===== config.mk =====
export PLATFORM = sky130hd
export DESIGN_NAME = chrono_control_fsm
export DESIGN_NICKNAME = d
export VERILOG_FILES = /design/src/rtl/chrono_pkg.sv /design/src/rtl/chrono_button_debounce.sv /design/src/rtl/chrono_control_fsm.sv
export SDC_FILE = /design/constraint.sdc
export NUM_CORES = 1
export LEC_CHECK = 0
export CORE_ASPECT_RATIO = 0.8
export CORE_MARGIN = 1
export CORE_UTILIZATION = 64
export DETAILED_ROUTE_END_ITERATION = 10
export GPL_TIMING_DRIVEN = 1
export MAX_ROUTING_LAYER = met4
export PLACE_DENSITY = 0.93
export SLEW_MARGIN = 5
export SYNTH_ARGS = -nofsm -noshare
export SYNTH_HDL_FRONTEND = slang
export SYNTH_SLANG_ARGS = --single-unit

===== constraint.sdc =====
create_clock -name clk_in -period 4.4 [get_ports clk_in]
set_input_delay 0.88 -clock clk_in [delete_from_list [all_inputs] [get_ports clk_in]]
set_output_delay 0.88 -clock clk_in [all_outputs]
set_load 0.1 [all_outputs]

===== src/rtl/chrono_pkg.sv =====
// Shared definitions for the chronometer control slice.
// Latency: n/a (types and constants only).
// Backpressure: n/a.
package chrono_pkg;

  // Encodings are visible on the debug LEDs, so the values are fixed.
  typedef enum logic [1:0] {
    ST_IDLE    = 2'd0,  // zeroed, stopped
    ST_RUNNING = 2'd1,  // counting, live display
    ST_LAP     = 2'd2,  // counting, display frozen on lap value
    ST_STOPPED = 2'd3   // paused, count held
  } chrono_state_t;

  // Width of the per-button stability counter.
  localparam int DEBOUNCE_CNT_W = 16;

endpackage


===== src/rtl/chrono_button_debounce.sv =====
// Push-button conditioner: 2-flop synchroniser, debouncer, one-cycle press pulse.
// Latency: raw edge -> press pulse after DEBOUNCE_CYCLES+2 edges.
// Backpressure: none; press is a fire-and-forget strobe, release produces nothing.
//
// Ports:
//   clk_in, reset  : system clock, synchronous active-high reset
//   btn_raw        : raw bouncing button, asynchronous to clk_in
//   press          : registered one-cycle pulse on the debounced rising edge
module chrono_button_debounce
  import chrono_pkg::*;
#(
  parameter logic [DEBOUNCE_CNT_W-1:0] DEBOUNCE_CYCLES = 16'd50000
) (
  input  logic clk_in,
  input  logic reset,
  input  logic btn_raw,
  output logic press
);

  logic                      sync_q1;
  logic                      sync_q2;
  logic                      db_level;
  logic                      db_prev;
  logic [DEBOUNCE_CNT_W-1:0] stable_cnt;
  logic                      cnt_reached;

  // Compare one bit wider so a DEBOUNCE_CYCLES of 0 behaves like 1 and the
  // increment cannot wrap.
  assign cnt_reached = ({1'b0, stable_cnt} + {{DEBOUNCE_CNT_W{1'b0}}, 1'b1})
                       >= {1'b0, DEBOUNCE_CYCLES};

  always_ff @(posedge clk_in) begin
    if (reset) begin
      sync_q1    <= 1'b0;
      sync_q2    <= 1'b0;
      db_level   <= 1'b0;
      db_prev    <= 1'b0;
      press      <= 1'b0;
      stable_cnt <= '0;
    end else begin
      sync_q1 <= btn_raw;
      sync_q2 <= sync_q1;
      db_prev <= db_level;
      press   <= db_level & ~db_prev;

      // Any sample matching the debounced level restarts the stability count.
      if (sync_q2 == db_level) begin
        stable_cnt <= '0;
      end else if (cnt_reached) begin
        db_level   <= sync_q2;
        stable_cnt <= '0;
      end else if (stable_cnt != {DEBOUNCE_CNT_W{1'b1}}) begin
        stable_cnt <= stable_cnt + 1'b1;
      end
    end
  end

endmodule


===== src/rtl/chrono_control_fsm.sv =====
// Chronometer control: button conditioning, timebase edge detect, run/lap/stop FSM.
// Latency: button press -> state/strobes after DEBOUNCE_CYCLES+3 edges; tick_in rise -> count_tick after 3 edges.
// Backpressure: none; count_tick/count_clear/lap_latch are one-cycle strobes.
//
// Ports:
//   clk_in, reset                  : system clock, synchronous active-high reset
//   btn_start_stop, btn_lap_reset  : raw bouncing buttons
//   tick_in                        : divided timebase square wave (asynchronous)
//   count_tick                     : one pulse per tick_in rise while RUNNING or LAP
//   count_clear, lap_latch         : counter-chain clear and lap capture strobes
//   display_select                 : 0 live count, 1 frozen lap value
//   state                          : current FSM state for debug LEDs
module chrono_control_fsm
  import chrono_pkg::*;
#(
  parameter logic [DEBOUNCE_CNT_W-1:0] DEBOUNCE_CYCLES = 16'd50000
) (
  input  logic       clk_in,
  input  logic       reset,
  input  logic       btn_start_stop,
  input  logic       btn_lap_reset,
  input  logic       tick_in,
  output logic       count_tick,
  output logic       count_clear,
  output logic       lap_latch,
  output logic       display_select,
  output logic [1:0] state
);

  logic          start_stop_press;
  logic          lap_reset_press;
  logic          tick_q1;
  logic          tick_q2;
  logic          tick_prev;
  logic          tick_pulse;
  chrono_state_t state_q;
  chrono_state_t state_d;
  logic          clear_d;
  logic          latch_d;

  chrono_button_debounce #(.DEBOUNCE_CYCLES(DEBOUNCE_CYCLES)) u_db_start_stop (
    .clk_in  (clk_in),
    .reset   (reset),
    .btn_raw (btn_start_stop),
    .press   (start_stop_press)
  );

  chrono_button_debounce #(.DEBOUNCE_CYCLES(DEBOUNCE_CYCLES)) u_db_lap_reset (
    .clk_in  (clk_in),
    .reset   (reset),
    .btn_raw (btn_lap_reset),
    .press   (lap_reset_press)
  );

  always_ff @(posedge clk_in) begin
    if (reset) begin
      tick_q1     <= 1'b0;
      tick_q2     <= 1'b0;
      tick_prev   <= 1'b0;
      tick_pulse  <= 1'b0;
      count_tick  <= 1'b0;
      state_q     <= ST_IDLE;
      count_clear <= 1'b0;
      lap_latch   <= 1'b0;
    end else begin
      tick_q1    <= tick_in;
      tick_q2    <= tick_q1;
      tick_prev  <= tick_q2;
      tick_pulse <= tick_q2 & ~tick_prev;
      // Gate with the state held while the pulse is present, so a tick that
      // coincides with a state change is judged by the state it arrived in.
      count_tick  <= tick_pulse & ((state_q == ST_RUNNING) || (state_q == ST_LAP));
      state_q     <= state_d;
      count_clear <= clear_d;
      lap_latch   <= latch_d;
    end
  end

  // start_stop is tested first: on a simultaneous press the lap_reset event
  // is dropped rather than held over.
  always_comb begin
    state_d = state_q;
    clear_d = 1'b0;
    latch_d = 1'b0;
    if (start_stop_press) begin
      case (state_q)
        ST_IDLE:    state_d = ST_RUNNING;
        ST_RUNNING: state_d = ST_STOPPED;
        ST_LAP:     state_d = ST_STOPPED;
        ST_STOPPED: state_d = ST_RUNNING;
        default:    state_d = ST_IDLE;
      endcase
    end else if (lap_reset_press) begin
      case (state_q)
        ST_IDLE: begin
          state_d = ST_IDLE;
          clear_d = 1'b1;
        end
        ST_RUNNING: begin
          state_d = ST_LAP;
          latch_d = 1'b1;
        end
        ST_LAP:  state_d = ST_RUNNING;
        ST_STOPPED: begin
          state_d = ST_IDLE;
          clear_d = 1'b1;
        end
        default: state_d = ST_IDLE;
      endcase
    end
  end

  assign state          = state_q;
  assign display_select = (state_q == ST_LAP);

endmodule


==> metrics, run 1 <==
Max-cap violations 0; Final Hold Slack 0.398 ns; Placeable Area 3830 µm²; initial core utilization 67.5%; Arrival @ worst endpoint 2.07 ns; pwr/cell area 274 nW/µm²; drt initial violations between 200 and 250; Final setup viols 0; Slew Limit Fails 0; Post-CTS Resized 0; Peak VDD IR 0.000239 V; first-pass GRT wire length 8.63 mm; cell leakage power 0.881 nW; GRT overflow 0; Clock Latency Late Sink between 0.3 and 0.4 ns; period utilization 67.0%; CP Class reg2out; initial antenna violation count 0; crit start category flop; Net Count, Synth 306; largest net degree at the start of global routing 19; Syn Area/Cell 8.73 µm²; Worst Setup End Kind output port; min Tclk post-route about 2.9 ns; TritonCTS clock tree yes; Die W 73.0 µm; clk sinks 51; commonest non-fill, non-tap cell in the layout dfxtp_1; 1st-pass router iterations 4; layout cell share with drive strength beyond 1 6.06%; Worst-path clk slew 0.10 ns; #FFs+latches synth 51; status finished clean; sequential area share after synthesis 39.5%; drt drc 0; post-CTS setup buffers 0; post-detail-place hpwl 3.55 mm; top_reg_cell synth dfxtp_1; Max Clock Freq 0.339 GHz; Ports 11; number of port buffers 10; Final TNS setup 0 ns; CP max FO 3; CTS Hold Bufs 0; synthesized area 2580 µm²; number of global-route vias before repair 1895; Vias 2126; n_diodes 0; Crit path required time 3.52 ns; CTS Buf Count 5; warnings from Yosys 0; RD Place Congestion 0.856; Post-DP Area 2670 µm²; Die Y-Extent 58.8 µm; clock root buffer clkbuf_8; final core occ 72.0%; via/cell ratio 6.04; GRT Total Usage 27.1%; Hold Violations, Final 0; routed length per instance 14.4 µm; Final Skew 0.0131 ns; Max clock buf depth 2; Worst Tran Pin Value 0.997 ns; Final #Nets between 300 and 400; final wirelength 5.07 mm; H-tree depth 2; cell area after layout 2760 µm²; post-route worst setup slack 1.45 ns; commonest non-fill, non-tap cells in the layout 51 x dfxtp_1, 25 x nor2_1, 20 x nand2_1; Synth Instances 296; area grow syn2layout 6.68%; synth unique cells 54; RSZ-0062 raised after global routing no; Post-synth EDFFs 0; Total Die Area 4300 µm²; pre-CTS WS around 1.7 ns; worst min path class reg2reg; Site Rows 20; asr flop ratio synth 0%; number of routed nets with antenna violations 0; Slew HR 33.3%
[per-stage QoR]
step | total power [mW] | std cells
final | 0.754 | 352
after global routing | 0.780 | 352
after CTS | 0.761 | 352
after detailed placement | 0.491 | 344
after global placement | 0.490 | 344
after floorplan | 0.485 | 296
[critical path: stages (launching register included)]
cell	delay (ns)
dfxtp_1	0.35
inv_1	0.08
ha_1	0.18
clkdlybuf4s50_1	1.14
[layer usage]
metal  part of all wire (%)  global-route usage, %
met1                     46                   36.3
met3                    6.4                   4.79
met2                     45                   41.0
met4                    1.7                   10.6
met5                      0                      -
[final timing paths]
check                                                           startpoint                                          end  slack [ns]  cells past startpoint
worst max-delay path                                 state[0]$_SDFFE_PP0P_                               display_select        1.45                      3
worst min-delay path                    u_db_start_stop.db_prev$_SDFF_PP0_             u_db_start_stop.press$_SDFF_PP0_        0.40                      1
worst max register to register  u_db_start_stop.stable_cnt[0]$_SDFFE_PP0N_  u_db_start_stop.stable_cnt[13]$_SDFFE_PP0N_        1.66                      7
worst min register to register          u_db_start_stop.db_prev$_SDFF_PP0_             u_db_start_stop.press$_SDFF_PP0_        0.40                      1
[logic make-up (layout without fill, tap and decap cells)]
family,after synthesis,after routing,share of synthesized area (%)
AOI/OAI and AO/OA,51,51,14.3
muxes,7,7,2.81
adders and majority gates,5,5,2.42
and+or+nand+nor,136,136,28.7
buffers and inverters,22,23,4.12
xor gates and xnor gates,24,24,8.14
DFF,51,51,39.5
[power breakdown]
group / internal, mW / switching [mW]
sequential: 0.465 / 0.00191
combinational: 0.00700 / 0.00650
clock: 0.114 / 0.160
[area by class of cell]
class,instances,area [µm²]
Tap cell,55,68.8
Timing Repair Buffer,10,100
Multi-Input combinational cell,223,1460
Fill cell,253,1070
Inverter,5,18.8
Clock inverter,3,22.5
Sequential cell,51,1020
Clock buffer,5,68.8
[cells in the mapped netlist (3+ instances only)]
master / number / area [µm²]
nor3_1: 18 / 90.1
inv_1: 5 / 18.8
mux2i_1: 5 / 50.1
nor3b_1: 3 / 22.5
nor4_1: 3 / 18.8
a211oi_1: 8 / 60.1
nor2b_1: 8 / 50.1
xor2_1: 8 / 70.1
nand4_1: 9 / 56.3
ha_1: 5 / 62.6
xnor2_1: 16 / 140
buf_2: 4 / 20.0
a21oi_1: 17 / 85.1
nand2_1: 20 / 75.1
and2_1: 7 / 43.8
dfxtp_1: 51 / 1020
o22ai_1: 3 / 18.8
and3_1: 9 / 56.3
nor2_1: 25 / 93.8
o21ai_0: 4 / 20.0
clkbuf_2: 3 / 15.0
nand2b_1: 7 / 43.8
clkbuf_1: 7 / 26.3
nand3_1: 12 / 60.1
No activity file was read; power rests on OpenSTA's default activity.
==> run 2, diff against run 1 <==
CORE_UTILIZATION = 60   (was 64)
PLACE_DENSITY = 0.89   (was 0.93)
clock period = 2.8 ns   (was 4.4 ns; I/O delays follow)
==> metrics, run 2 (synthesis results as in run 1) <==
GRT Total Usage 25.8% (-1.4 points); commonest non-fill, non-tap cell in the layout dfxtp_1; flop-to-flop setup slack 0.24 ns (-1.42 ns); Final TNS setup 0 ns (unchanged); initial antenna violation count 0 (unchanged); Slew Limit Fails 0 (unchanged); pre-CTS WS 0.359 ns (-1.35 ns); CTS Buf Count 5 (unchanged); hold worst-path end tick_pulse$_SDFF_PP0_; Crit path required time 3.00 ns (-0.52 ns); worst hold start tick_prev$_SDFF_PP0_; pwr/cell area 438 nW/µm² (+60%); clk sinks 51 (unchanged); Vias 2097 (-1.4%); Worst Setup End Kind flop; busiest grt layer met2; Clock Latency Late Sink 0.32 ns (about the same); Arrival @ worst endpoint 2.75 ns (+0.68 ns); worst r2r dst u_db_start_stop.stable_cnt[10]$_SDFFE_PP0N_; min Tclk post-route 2.56 ns; routed length per instance 13.7 µm (-5.0%); met2 Resource Use GR 38.0% (-3.0 points); worst min path class reg2reg; layout cell share with drive strength beyond 1 9.30% (+3.2 points); Final #Nets 310 (+1.3%); worst r2r src u_db_start_stop.stable_cnt[0]$_SDFFE_PP0N_; Final Skew 0.00520 ns (-0.00788 ns); met1 Usage GRT 34.2% (-2.2 points); H-tree depth 2 (unchanged); Die W 75.4 µm (+3.2%); 1st-pass router iterations 4 (unchanged); Max-cap violations 0 (unchanged); drt initial violations 207 (-15%); Post-CTS Resized 0 (unchanged); Total Die Area 4570 µm² (+6.5%); Slew HR 60.3% (+27 points); initial core utilization 65.3% (-2.1 points); Hold Violations, Final 0 (unchanged); Site Rows 20 (unchanged); Ports 11 (unchanged); Max Clock Freq 0.391 GHz; status finished clean; GRT overflow 0 (unchanged); post-CTS setup buffers 0 (unchanged); post-route worst setup slack 0.244 ns (-1.21 ns); post-detail-place hpwl 3.38 mm (-4.9%); Placeable Area 3950 µm² (+3.3%); TritonCTS clock tree yes; final wirelength 4.87 mm (-4.0%); CP max FO 15 (+12); first-pass GRT wire length 8.58 mm (-0.56%); met3 usage 6.98% (+2.2 points); number of routed nets with antenna violations 0 (unchanged); Peak VDD IR 0.000377 V (+57%); Die Y-Extent 60.7 µm (+3.2%); cells on worst reg2reg path 7 (unchanged); RD Place Congestion 0.848 (-0.95%); hold depth 1 (unchanged); number of global-route vias before repair 1880 (-0.79%); Final setup viols 0 (unchanged); via/cell ratio 5.89 (-2.5%); CP Class reg2reg; Max clock buf depth 2 (unchanged); commonest non-fill, non-tap cells in the layout 51 x dfxtp_1, 25 x nor2_1, 20 x nand2_1; Worst Tran Pin Value 0.596 ns (-0.401 ns); cell leakage power 0.912 nW (+3.5%); crit start category flop; CTS Hold Bufs 0 (unchanged); period utilization about 90%; Worst-path clk slew 0.10 ns (about the same); area grow syn2layout 7.46%; largest net degree at the start of global routing 19 (unchanged); RSZ-0062 raised after global routing no; clock root buffer clkbuf_8; n_diodes 0 (unchanged); number of port buffers 10 (unchanged); drt drc 0 (unchanged)
run 2: changes by cell type in the layout (fill, tap and decap cells not counted):
cell	delta
clkinvlp_4	+1
inv_8	+1
buf_4	+10
clkdlybuf4s50_1	-6
clkinv_2	-1
clkinv_4	-1
run 2: worst max-delay path by stage:
stage | start | endpoint | slack [ns]
global placement | u_db_start_stop.stable_cnt[0]$_SDFFE_PP0N_ | u_db_start_stop.stable_cnt[10]$_SDFFE_PP0N_ | 0.43
CTS | u_db_start_stop.stable_cnt[0]$_SDFFE_PP0N_ | u_db_start_stop.stable_cnt[10]$_SDFFE_PP0N_ | 0.31
finish | u_db_start_stop.stable_cnt[0]$_SDFFE_PP0N_ | u_db_start_stop.stable_cnt[10]$_SDFFE_PP0N_ | 0.24
detailed placement | u_db_start_stop.stable_cnt[0]$_SDFFE_PP0N_ | u_db_start_stop.stable_cnt[10]$_SDFFE_PP0N_ | 0.36
floorplan | state[1]$_SDFFE_PP0P_ | display_select | 0.33
global route | u_db_start_stop.stable_cnt[0]$_SDFFE_PP0N_ | u_db_start_stop.stable_cnt[2]$_SDFFE_PP0N_ | 0.11
run 2: power breakdown:
part / internal, mW / switching, mW
combinational: 0.0118 / 0.0101
sequential: 0.730 / 0.00302
clock: 0.186 / 0.275
run 2: area by class of cell:
cell class              instances  area [µm²]
flip-flops and latches         51        1020
fillers                       310        1180
repair buffers                 14         115
well taps                      55        68.8
clock inverters                 3        27.5
clock buffers                   5        68.8
inverters                       5        18.8
multi-input cells             223        1460
run 2: per-layer routing:
layer	vias to the layer above	routed length [µm]
li1	1068	-
met1	966	2440
met2	55	2140
met3	8	231
met4	0	58
met5	-	0
run 2: critical path, cell delays in order, from the launching register on:
cell	delay [ns]
dfxtp_1	0.46
ha_1	0.33
nand4_1	0.20
nor4_1	0.36
xnor2_1	0.17
or2_2	0.34
o221ai_4	0.45
nor3_1	0.11
run 2: per-stage QoR:
| stage | std cells | total power, mW | area (µm²) | util, % | hold slack, ns |
|---|---|---|---|---|---|
| final | 356 | 1.22 | 2780 | 70.2 | 0.389 |
| after global routing | 356 | 1.26 | 2780 | 70.2 | 0.410 |
| after CTS | 356 | 1.22 | 2780 | 70.2 | 0.391 |
| after detailed placement | 348 | 0.772 | 2680 | 67.8 | 0.376 |
| after global placement | 348 | 0.771 | 2680 | 67.8 | 0.371 |
| after floorplan | 296 | 0.763 | 2580 | - | 0.367 |
==> run 3, diff against run 2 <==
CELL_PAD_IN_SITES_DETAIL_PLACEMENT = 0   (was unset)
CELL_PAD_IN_SITES_GLOBAL_PLACEMENT = 1   (was unset)
CORE_UTILIZATION = 46   (was 60)
==> metrics, run 3 (synthesis results as in run 1) <==
status finished clean; Final TNS setup 0 ns (unchanged); H-tree depth 2 (unchanged); clk sinks 51 (unchanged); period utilization 88.9% (-2.4 points); Site Rows 24 (+20%); Clock Latency Late Sink 0.31 ns (about the same); initial antenna violation count 0 (unchanged); initial core utilization 47.5% (-18 points); RSZ-0062 raised after global routing no; first-pass GRT wire length 8.41 mm (-2.0%); Crit path required time 2.98 ns (-0.02 ns); CP max FO 15 (unchanged); Die Y-Extent 69.0 µm (+14%); Worst-path clk slew 0.10 ns (about the same); Max Clock Freq 0.402 GHz (+2.7%); area grow syn2layout 8.47%; cell leakage power 0.910 nW (-0.17%); fin cells 379 (+6.5%); drt drc 0 (unchanged); RD Place Congestion 0.802 (-5.4%); CTS Buf Count 5 (unchanged); clock root buffer clkbuf_8; largest net degree at the start of global routing 19 (unchanged); number of routed nets with antenna violations 0 (unchanged); Final #Nets 310 (unchanged); CTS Hold Bufs 0 (unchanged); worst min path class reg2reg; layout cell share with drive strength beyond 1 9.30% (unchanged); Ports 11 (unchanged); CP Class reg2reg; min Tclk post-route 2.49 ns (-0.0662 ns); crit start category flop; number of global-route vias before repair 1821 (-3.1%); Slew HR 55.9% (-4.4 points); FILL cells 522 (+68%); commonest non-fill, non-tap cells in the layout 51 x dfxtp_1, 25 x nor2_1, 20 x nand2_1; number of port buffers 10 (unchanged); Max-cap violations 0 (unchanged); drt initial violations 165 (-20%); Placeable Area 5440 µm² (+37%); placed insts 371 (+6.6%); final wirelength 4.84 mm (-0.60%); Total Die Area 5920 µm² (+29%); Worst Setup End Kind flop; pwr/cell area 429 nW/µm² (-2.1%); 1st-pass router iterations 4 (unchanged); Sequential cell area 1020 µm² (unchanged); Hold Violations, Final 0 (unchanged); commonest non-fill, non-tap cell in the layout dfxtp_1; Final setup viols 0 (unchanged); footprint of the multi-input gates 1460 µm² (unchanged); Final Skew 0.00864 ns (+0.00345 ns); via/cell ratio 5.36 (-9.0%); Arrival @ worst endpoint 2.67 ns (-0.08 ns); GRT overflow 0 (unchanged); Slew Limit Fails 0 (unchanged); post-detail-place hpwl 3.38 mm (+0.24%); n_diodes 0 (unchanged); Vias 2032 (-3.1%); Peak VDD IR 0.000337 V (-11%); Die W 85.8 µm (+14%); GRT Total Usage 18.1% (-7.6 points); TritonCTS clock tree yes; Post-CTS Resized 0 (unchanged); post-CTS setup buffers 0 (unchanged); Max clock buf depth 2 (unchanged); routed length per instance 12.8 µm (-6.6%); Worst Tran Pin Value 0.662 ns (+0.0662 ns)
## run 3: cell type report
type                    instances  area share (%)
well taps                      78            3.48
clock buffers                   5            2.46
clock inverters                 3           0.893
repair buffers                 14            4.11
flip-flops and latches         51            36.4
inverters                       5           0.670
multi-input cells             223            52.0
## run 3: path summary, 6_finish.rpt
check | startpoint | end | slack (ns) | cells past startpoint
setup / recovery | u_db_start_stop.stable_cnt[0]$_SDFFE_PP0N_ | u_db_start_stop.stable_cnt[10]$_SDFFE_PP0N_ | 0.31 | 7
hold / removal | tick_prev$_SDFF_PP0_ | tick_pulse$_SDFF_PP0_ | 0.39 | 1
setup reg to reg | u_db_start_stop.stable_cnt[0]$_SDFFE_PP0N_ | u_db_start_stop.stable_cnt[10]$_SDFFE_PP0N_ | 0.31 | 7
hold reg to reg | tick_prev$_SDFF_PP0_ | tick_pulse$_SDFF_PP0_ | 0.39 | 1
## run 3: metal layers
metal  track usage (%)  vias up  part of all wire, %
met3              4.19        2                  2.8
met2              25.3       34                   42
met4              5.74        0                 0.64
li1                  -     1062                    -
met5                 -        -                    0
met1              25.8      934                   55
## run 3: metrics by stage
stage | worst slack, ns | cell area, µm² | utilization, % | hold WS, ns | total power [mW]
floorplan | 0.334 | 2580 | - | 0.367 | 0.763
global placement | 0.393 | 2710 | 49.8 | 0.373 | 0.771
detailed placement | 0.331 | 2710 | 49.8 | 0.379 | 0.772
CTS | 0.308 | 2800 | 51.6 | 0.394 | 1.22
global route | 0.0287 | 2800 | 51.6 | 0.409 | 1.25
finish | 0.310 | 2800 | 51.6 | 0.391 | 1.20
## run 3: worst max-delay path, stage by stage, from the launching register on
cell      delay [ns]
dfxtp_1         0.44
ha_1            0.34
nand4_1         0.21
or4_1           0.47
or2_1           0.26
o21a_1          0.15
o221ai_4        0.39
nor3_1          0.11
## run 3: where the power goes
part	switching, mW	total [mW]	leakage [nW]	internal (mW)
clock network	0.264	0.447	0.0452	0.183
logic	0.00982	0.0216	0.453	0.0118
registers	0.00273	0.733	0.412	0.730
